File: src/rtl/fpu_seq.sv
//==============================================================================
// Module      : fpu_seq
// Description : Sequencer feeding a register file through an external
//               multi-cycle FP unit. Optional macro FPU_SEQ_STICKY_FLAGS_EN
//               makes the exception flags accumulate across operations.
// Revision    : 1.0 - initial release
//==============================================================================
`default_nettype none

module fpu_seq #(
    parameter int DATA_W  = 32,
    parameter int NREGS   = 32,
    parameter int LAT_ADD = 3,
    parameter int LAT_MUL = 3,
    parameter int LAT_DIV = 8,
    parameter int LAT_SQR = 8,
    parameter int LAT_CMP = 2,
    localparam int ADDR_W = $clog2(NREGS)
) (
    input  logic              clk,
    input  logic              rstp,
    input  logic              cmd_valid,
    output logic              cmd_ready,
    input  logic [2:0]        cmd_op,
    input  logic [ADDR_W-1:0] cmd_src1,
    input  logic [ADDR_W-1:0] cmd_src2,
    input  logic [ADDR_W-1:0] cmd_dst,
    input  logic [2:0]        cmd_round,
    input  logic              wr_en,
    input  logic [ADDR_W-1:0] wr_addr,
    input  logic [DATA_W-1:0] wr_data,
    input  logic [ADDR_W-1:0] rd_addr,
    output logic [DATA_W-1:0] rd_data,
    output logic              unit_start,
    output logic [2:0]        unit_op,
    output logic [2:0]        unit_round,
    output logic [DATA_W-1:0] unit_a,
    output logic [DATA_W-1:0] unit_b,
    input  logic [DATA_W-1:0] unit_result,
    input  logic [4:0]        unit_flags,
    input  logic [2:0]        unit_cmp,
    output logic              done,
    output logic              busy,
    output logic [4:0]        flags,
    input  logic              flag_clr,
    output logic              less,
    output logic              eq,
    output logic              great
);

    localparam logic [4:0] C_FLAG_INV = 5'b10000;
    localparam logic [2:0] C_OP_SQRT  = 3'd3;
    localparam logic [2:0] C_OP_CMP   = 3'd4;

    typedef enum logic [1:0] {
        S_IDLE  = 2'd0,
        S_ISSUE = 2'd1,
        S_WAIT  = 2'd2,
        S_WB    = 2'd3
    } state_t;

    state_t            r_state;
    state_t            w_state_nxt;
    logic [2:0]        r_op;
    logic [2:0]        r_round;
    logic [ADDR_W-1:0] r_src1;
    logic [ADDR_W-1:0] r_src2;
    logic [ADDR_W-1:0] r_dst;
    logic [15:0]       r_cnt;
    logic [15:0]       w_lat;
    logic [DATA_W-1:0] r_result;
    logic [4:0]        r_uflags;
    logic [2:0]        r_ucmp;
    logic [4:0]        r_flags;
    logic              r_less;
    logic              r_eq;
    logic              r_great;
    logic [4:0]        w_wb_flags;
    logic              w_accept;
    logic              w_illegal;
    logic              w_sample;
    logic [DATA_W-1:0] r_rf [NREGS];

    assign w_accept   = (r_state == S_IDLE) && cmd_valid;
    assign w_illegal  = (r_op > C_OP_CMP);
    assign w_sample   = (r_state == S_WAIT) && (r_cnt == w_lat);
    assign w_wb_flags = w_illegal ? C_FLAG_INV : r_uflags;

    always_comb begin
        w_lat = 16'd1;
        case (r_op)
            3'd0:    w_lat = 16'(LAT_ADD);
            3'd1:    w_lat = 16'(LAT_MUL);
            3'd2:    w_lat = 16'(LAT_DIV);
            3'd3:    w_lat = 16'(LAT_SQR);
            3'd4:    w_lat = 16'(LAT_CMP);
            default: w_lat = 16'd1;
        endcase
    end

    always_comb begin
        w_state_nxt = r_state;
        case (r_state)
            S_IDLE: begin
                // Undefined opcodes bypass the unit entirely
                if (cmd_valid)
                    w_state_nxt = (cmd_op > C_OP_CMP) ? S_WB : S_ISSUE;
            end
            S_ISSUE: w_state_nxt = S_WAIT;
            S_WAIT:  if (w_sample) w_state_nxt = S_WB;
            S_WB:    w_state_nxt = S_IDLE;
            default: w_state_nxt = S_IDLE;
        endcase
    end

    always_ff @(posedge clk) begin
        if (rstp)
            r_state <= S_IDLE;
        else
            r_state <= w_state_nxt;
    end

    always_ff @(posedge clk) begin
        if (rstp) begin
            r_op     <= '0;
            r_round  <= '0;
            r_src1   <= '0;
            r_src2   <= '0;
            r_dst    <= '0;
            r_cnt    <= '0;
            r_result <= '0;
            r_uflags <= '0;
            r_ucmp   <= '0;
            r_flags  <= '0;
            r_less   <= 1'b0;
            r_eq     <= 1'b0;
            r_great  <= 1'b0;
        end else begin
            if (w_accept) begin
                r_op    <= cmd_op;
                r_round <= cmd_round;
                r_src1  <= cmd_src1;
                r_src2  <= cmd_src2;
                r_dst   <= cmd_dst;
            end
            if (r_state == S_ISSUE)
                r_cnt <= 16'd1;
            else if (r_state == S_WAIT)
                r_cnt <= r_cnt + 16'd1;
            if (w_sample) begin
                r_result <= unit_result;
                r_uflags <= unit_flags;
                r_ucmp   <= unit_cmp;
            end
            // A writeback update takes priority over a coincident clear
            if (r_state == S_WB) begin
`ifdef FPU_SEQ_STICKY_FLAGS_EN
                r_flags <= r_flags | w_wb_flags;
`else
                r_flags <= w_wb_flags;
`endif
                if (r_op == C_OP_CMP) begin
                    r_less  <= r_ucmp[2];
                    r_eq    <= r_ucmp[1];
                    r_great <= r_ucmp[0];
                end
            end else if (flag_clr) begin
                r_flags <= '0;
            end
        end
    end

    // Register file is deliberately left out of reset
    always_ff @(posedge clk) begin
        if ((r_state == S_IDLE) && wr_en)
            r_rf[wr_addr] <= wr_data;
        else if ((r_state == S_WB) && !r_op[2] && !rstp)
            r_rf[r_dst] <= r_result;
    end

    // Operands are read live; the file cannot change between ISSUE and end of WB
    assign unit_a     = (r_state != S_IDLE) ? r_rf[r_src1] : '0;
    assign unit_b     = ((r_state != S_IDLE) && (r_op != C_OP_SQRT)) ? r_rf[r_src2] : '0;
    assign unit_op    = r_op;
    assign unit_round = r_round;
    assign unit_start = (r_state == S_ISSUE);
    assign cmd_ready  = (r_state == S_IDLE);
    assign busy       = (r_state != S_IDLE);
    assign done       = (r_state == S_WB);
    assign flags      = r_flags;
    assign less       = r_less;
    assign eq         = r_eq;
    assign great      = r_great;
    assign rd_data    = r_rf[rd_addr];

endmodule

`default_nettype wire

File: config.mk
export PLATFORM = sky130hd
export DESIGN_NAME = fpu_seq
export DESIGN_NICKNAME = d
export VERILOG_FILES = /design/src/rtl/fpu_seq.sv
export SDC_FILE = /design/constraint.sdc
export NUM_CORES = 2
export LEC_CHECK = 0
export BUFFER_PORTS_ARGS = -buffer_cell sky130_fd_sc_hd__buf_2
export CAP_MARGIN = 20
export CORE_MARGIN = 2
export CORE_UTILIZATION = 36
export DETAILED_ROUTE_END_ITERATION = 10
export GPL_ROUTABILITY_DRIVEN = 0
export PLACE_DENSITY = 0.51
export REMOVE_ABC_BUFFERS = 1
export SYNTH_ARGS = -nofsm -noshare
export SYNTH_HDL_FRONTEND = slang
export SYNTH_SLANG_ARGS = --single-unit
File: constraint.sdc
create_clock -name clk -period 3.5 [get_ports clk]
set_input_delay 0.35 -clock clk [delete_from_list [all_inputs] [get_ports clk]]
set_output_delay 0.35 -clock clk [all_outputs]
set_load 0.01 [all_outputs]
==> impl_metrics.toml <==
[die]
start_util = 0.3622
coreArea_sq_um = 162600
die-area_sq_um = 166800
rows = 148
chipWidth_um = 408.4
io_pins = 222
die_h_um = 408.4

[global_route]
grt_max_degree = 75
grt_pass1_vias = 38620
antenna_found_initial = 10
gr-total-overflow = 0
grt_util_all_layers = 0.2583
grt_pass1_wl_um = 301600

[synth]
netlist_area_sq_um = 58890
synthSimpleGateAreaFrac = 0.02375
synthXorXnorAreaFrac = 0.001487
ys_top_cells_by_count = "edfxtp_1 (1024), mux4_2 (896), nand2_1 (152), clkbuf_1 (135), nor2_1 (108)"
ys_types = 52
async_flop_share = 0
synthMuxAreaShare = 0.3651
synth_top_cell_area_share = 0.5222
synthFlopType = "edfxtp_1"
synthCells = 3043
synth-edff-count = 1024
yosys.area_share.adder = 0.001062
avgSynthCellArea_sq_um = 19.35
ys.warnings.count = 0
yosysTopAreaCell = "edfxtp_1"
synth_top_family_by_area = "multiplexers"
synth_compound_area_frac = 0.02675
synth_most_common_cell = "edfxtp_1"
ys_ff_latch = 1121
synthTopCellsByArea = "edfxtp_1 (52%), mux4_2 (34%), dfxtp_1 (3.3%), mux2i_1 (1.6%), nand2_1 (0.97%)"
ys_seq_area_frac = 0.5552

[finish]
stdcell_count = 5828
drive_gt1_frac = 0.4979
fin_nets = 3658
finish.utilization = 0.4415
syn_to_final_growth_pct = 21.89

[critical_path]
cp-end-kind = "output pin"
path_delay_family = "multiplexers"
cp_cell_sequence = "buf_12, buf_16, buf_12, buf_12, mux4_2, mux4_2, inv_1, a221oi_1, buf_2"
path_common_cell = "buf_12"
cp_slowest_stage_delay_ns = 0.51
cp_max_fo = 9
worstPathRequired_ns = 3.15
crit_type = "reg -> out"
crit_slowest_cell = "mux4_2"
crit_arrival_ns = 3.15
critPathBufInv = 6
start_kind = "flop"

[power_and_ir_drop]
power_density_nw_per_um2 = 566.1
power_leakage_nw = 22.60
vdd_ir_drop_max_v = 0.0005504

[timing]
fmax_mhz = 285.5
rsz0062_at_grt = "yes"
relSlewSlack = 0.3341
finalMaxSlewViolations = 0
fin_skew_ns = 0.03467
setup_viol = 1
worst_pin_slew_ns = 0.9983
postLayoutSetupSlackWorst_ns = -0.002858
timing.final.crit_share = 1.001
fin_crit_ns = 3.503
hold_violations = 0

[drt]
drt_iter0_markers = 5509
vias = 37870
drt_wl_total_um = 219200
wire_per_inst_um = 37.62
ant_nets = 0
drt_first_pass_iters = 5
vias_per_cell = 6.498
drc = 0

[cts]
cts_tree = "done"
clockRootBuffer = "clkbuf_16"
clock-sinks = 1121
clk_latency_ns = 0.78
cts.clk_slew.worst_paths_ns = 0.06
h-tree-depth = 4
cts.path.max_buffers = 3
numCtsBuffers = 134

[min_path]
hold_path.class = "in -> reg"

[flow_run]
max_cap_viol_count = 0

[placement]
dp_hpwl_um = 130000
port_buffers = 221
dp.cells = 5426

[status]
run_status = "finished, violations left"
violations = "setup timing"
## worst paths after layout
path	startpoint	slack, ns	depth (start not counted)	to
setup / recovery	flop	-0.003	9	unit_b[7]
hold / removal	wr_data[3]	0.18	4	r_rf[30][3]
setup reg to reg	r_state[0]	0.49	8	r_rf[16][27]
hold reg to reg	r_src2[3]	0.45	2	flop
## per-stage QoR
stage / cell area (sq um) / total power [mW] / TNS (ns) / worst slack, ns / hold WS [ns]
finish: 71780 / 40.63 / -0.002858 / -0.002858 / 0.1839
global route: 71770 / 41.85 / -1.204 / -0.09096 / 0.1739
detailed placement: 64770 / 25.64 / 0 / 0.2022 / 0.4428
global placement: 64770 / 25.57 / 0 / 0.2757 / 0.4384
CTS: 71300 / 40.57 / -1.622 / -0.1070 / 0.1200
floorplan: 57590 / 22.28 / -1137.26 / -7.091 / 0.4191
## layout make-up
cell class | instances | area [sq um]
timing repair buffer | 646 | 6486
inverter | 74 | 277.8
tap | 2175 | 2721
sequential | 1121 | 32730
multi-input combinational | 1568 | 25230
clock buffer | 166 | 3578
clock inverter | 76 | 754.5
antenna | 2 | 5.005
fill | 13970 | 90810
## routing by layer
layer,share of wire,wire length [um],track usage
met5,0.00021,47,0
met4,0.040,8825,0.1037
met3,0.098,21420,0.06284
met2,0.46,101200,0.3959
met1,0.40,87780,0.3546
## layout by cell type (no fill, tap or decap), drive strengths merged, types with 6 or more instances in the layout
cell,netlist,routed
a31oi,8,8
edfxtp,1024,1024
or3,7,7
mux2,32,32
clkinv,0,51
a22oi,6,6
buf,144,570
o221ai,52,52
a2111oi,13,13
mux2i,96,96
a211oi,15,15
inv,74,81
nor2,108,108
nand4,6,6
nand3,6,6
a21oi,29,29
nand2,152,152
nor2b,14,14
mux4,896,896
xor2,6,6
dlygate4sd3,0,63
dfxtp,97,97
o21ai,9,9
o22ai,12,12
bufinv,0,13
clkbuf,136,174
a221oi,53,53
## flip-flops by register name, summed over array words and instances, names as in the netlist, named ones only
signal      count
r_rf         1024
r_result       32
r_cnt          16
flags           5
r_dst           5
r_src1          5
r_src2          5
r_uflags        5
r_ucmp          3
unit_op         3
unit_round      3
r_state         2
eq              1
great           1
less            1
## what timing repair did
item | CTS | global route
pin swaps | 1 | 2
endpoints found under the hold margin | 78 | 0
endpoints found under the setup margin | 63 | 51
hold buffers | 63 | 0
buffers inserted | 50 | 27
resized for setup | 85 | 53
cloned | 20 | 8
## logic make-up (layout without fill, tap and decap cells)
kind of cell	after synthesis	in the layout
compound gates	204	204
xor+xnor	10	10
fa+ha+maj	5	5
buf+inv	354	962
flops	1121	1121
mux	1024	1024
other cells	0	2
simple gates	325	325
## worst reg2reg max path: cells and delay by family, from the launching register on
kind            cells  cell delay (ns)
buf+inv             3             0.72
simple gates        3             0.43
flops               1             0.40
compound gates      1             0.83
fa+ha+maj           1             0.26
## where the power goes
part           leakage (nW)  total, mW  switching (mW)  internal, mW
Sequential             10.0       15.3           0.272          15.0
Combinational          10.5       11.4            6.28          5.12
Clock                  2.11       13.9            5.69          8.22
Total                  22.6       40.6            12.2          28.4
No activity file was read; power rests on OpenSTA's default activity.
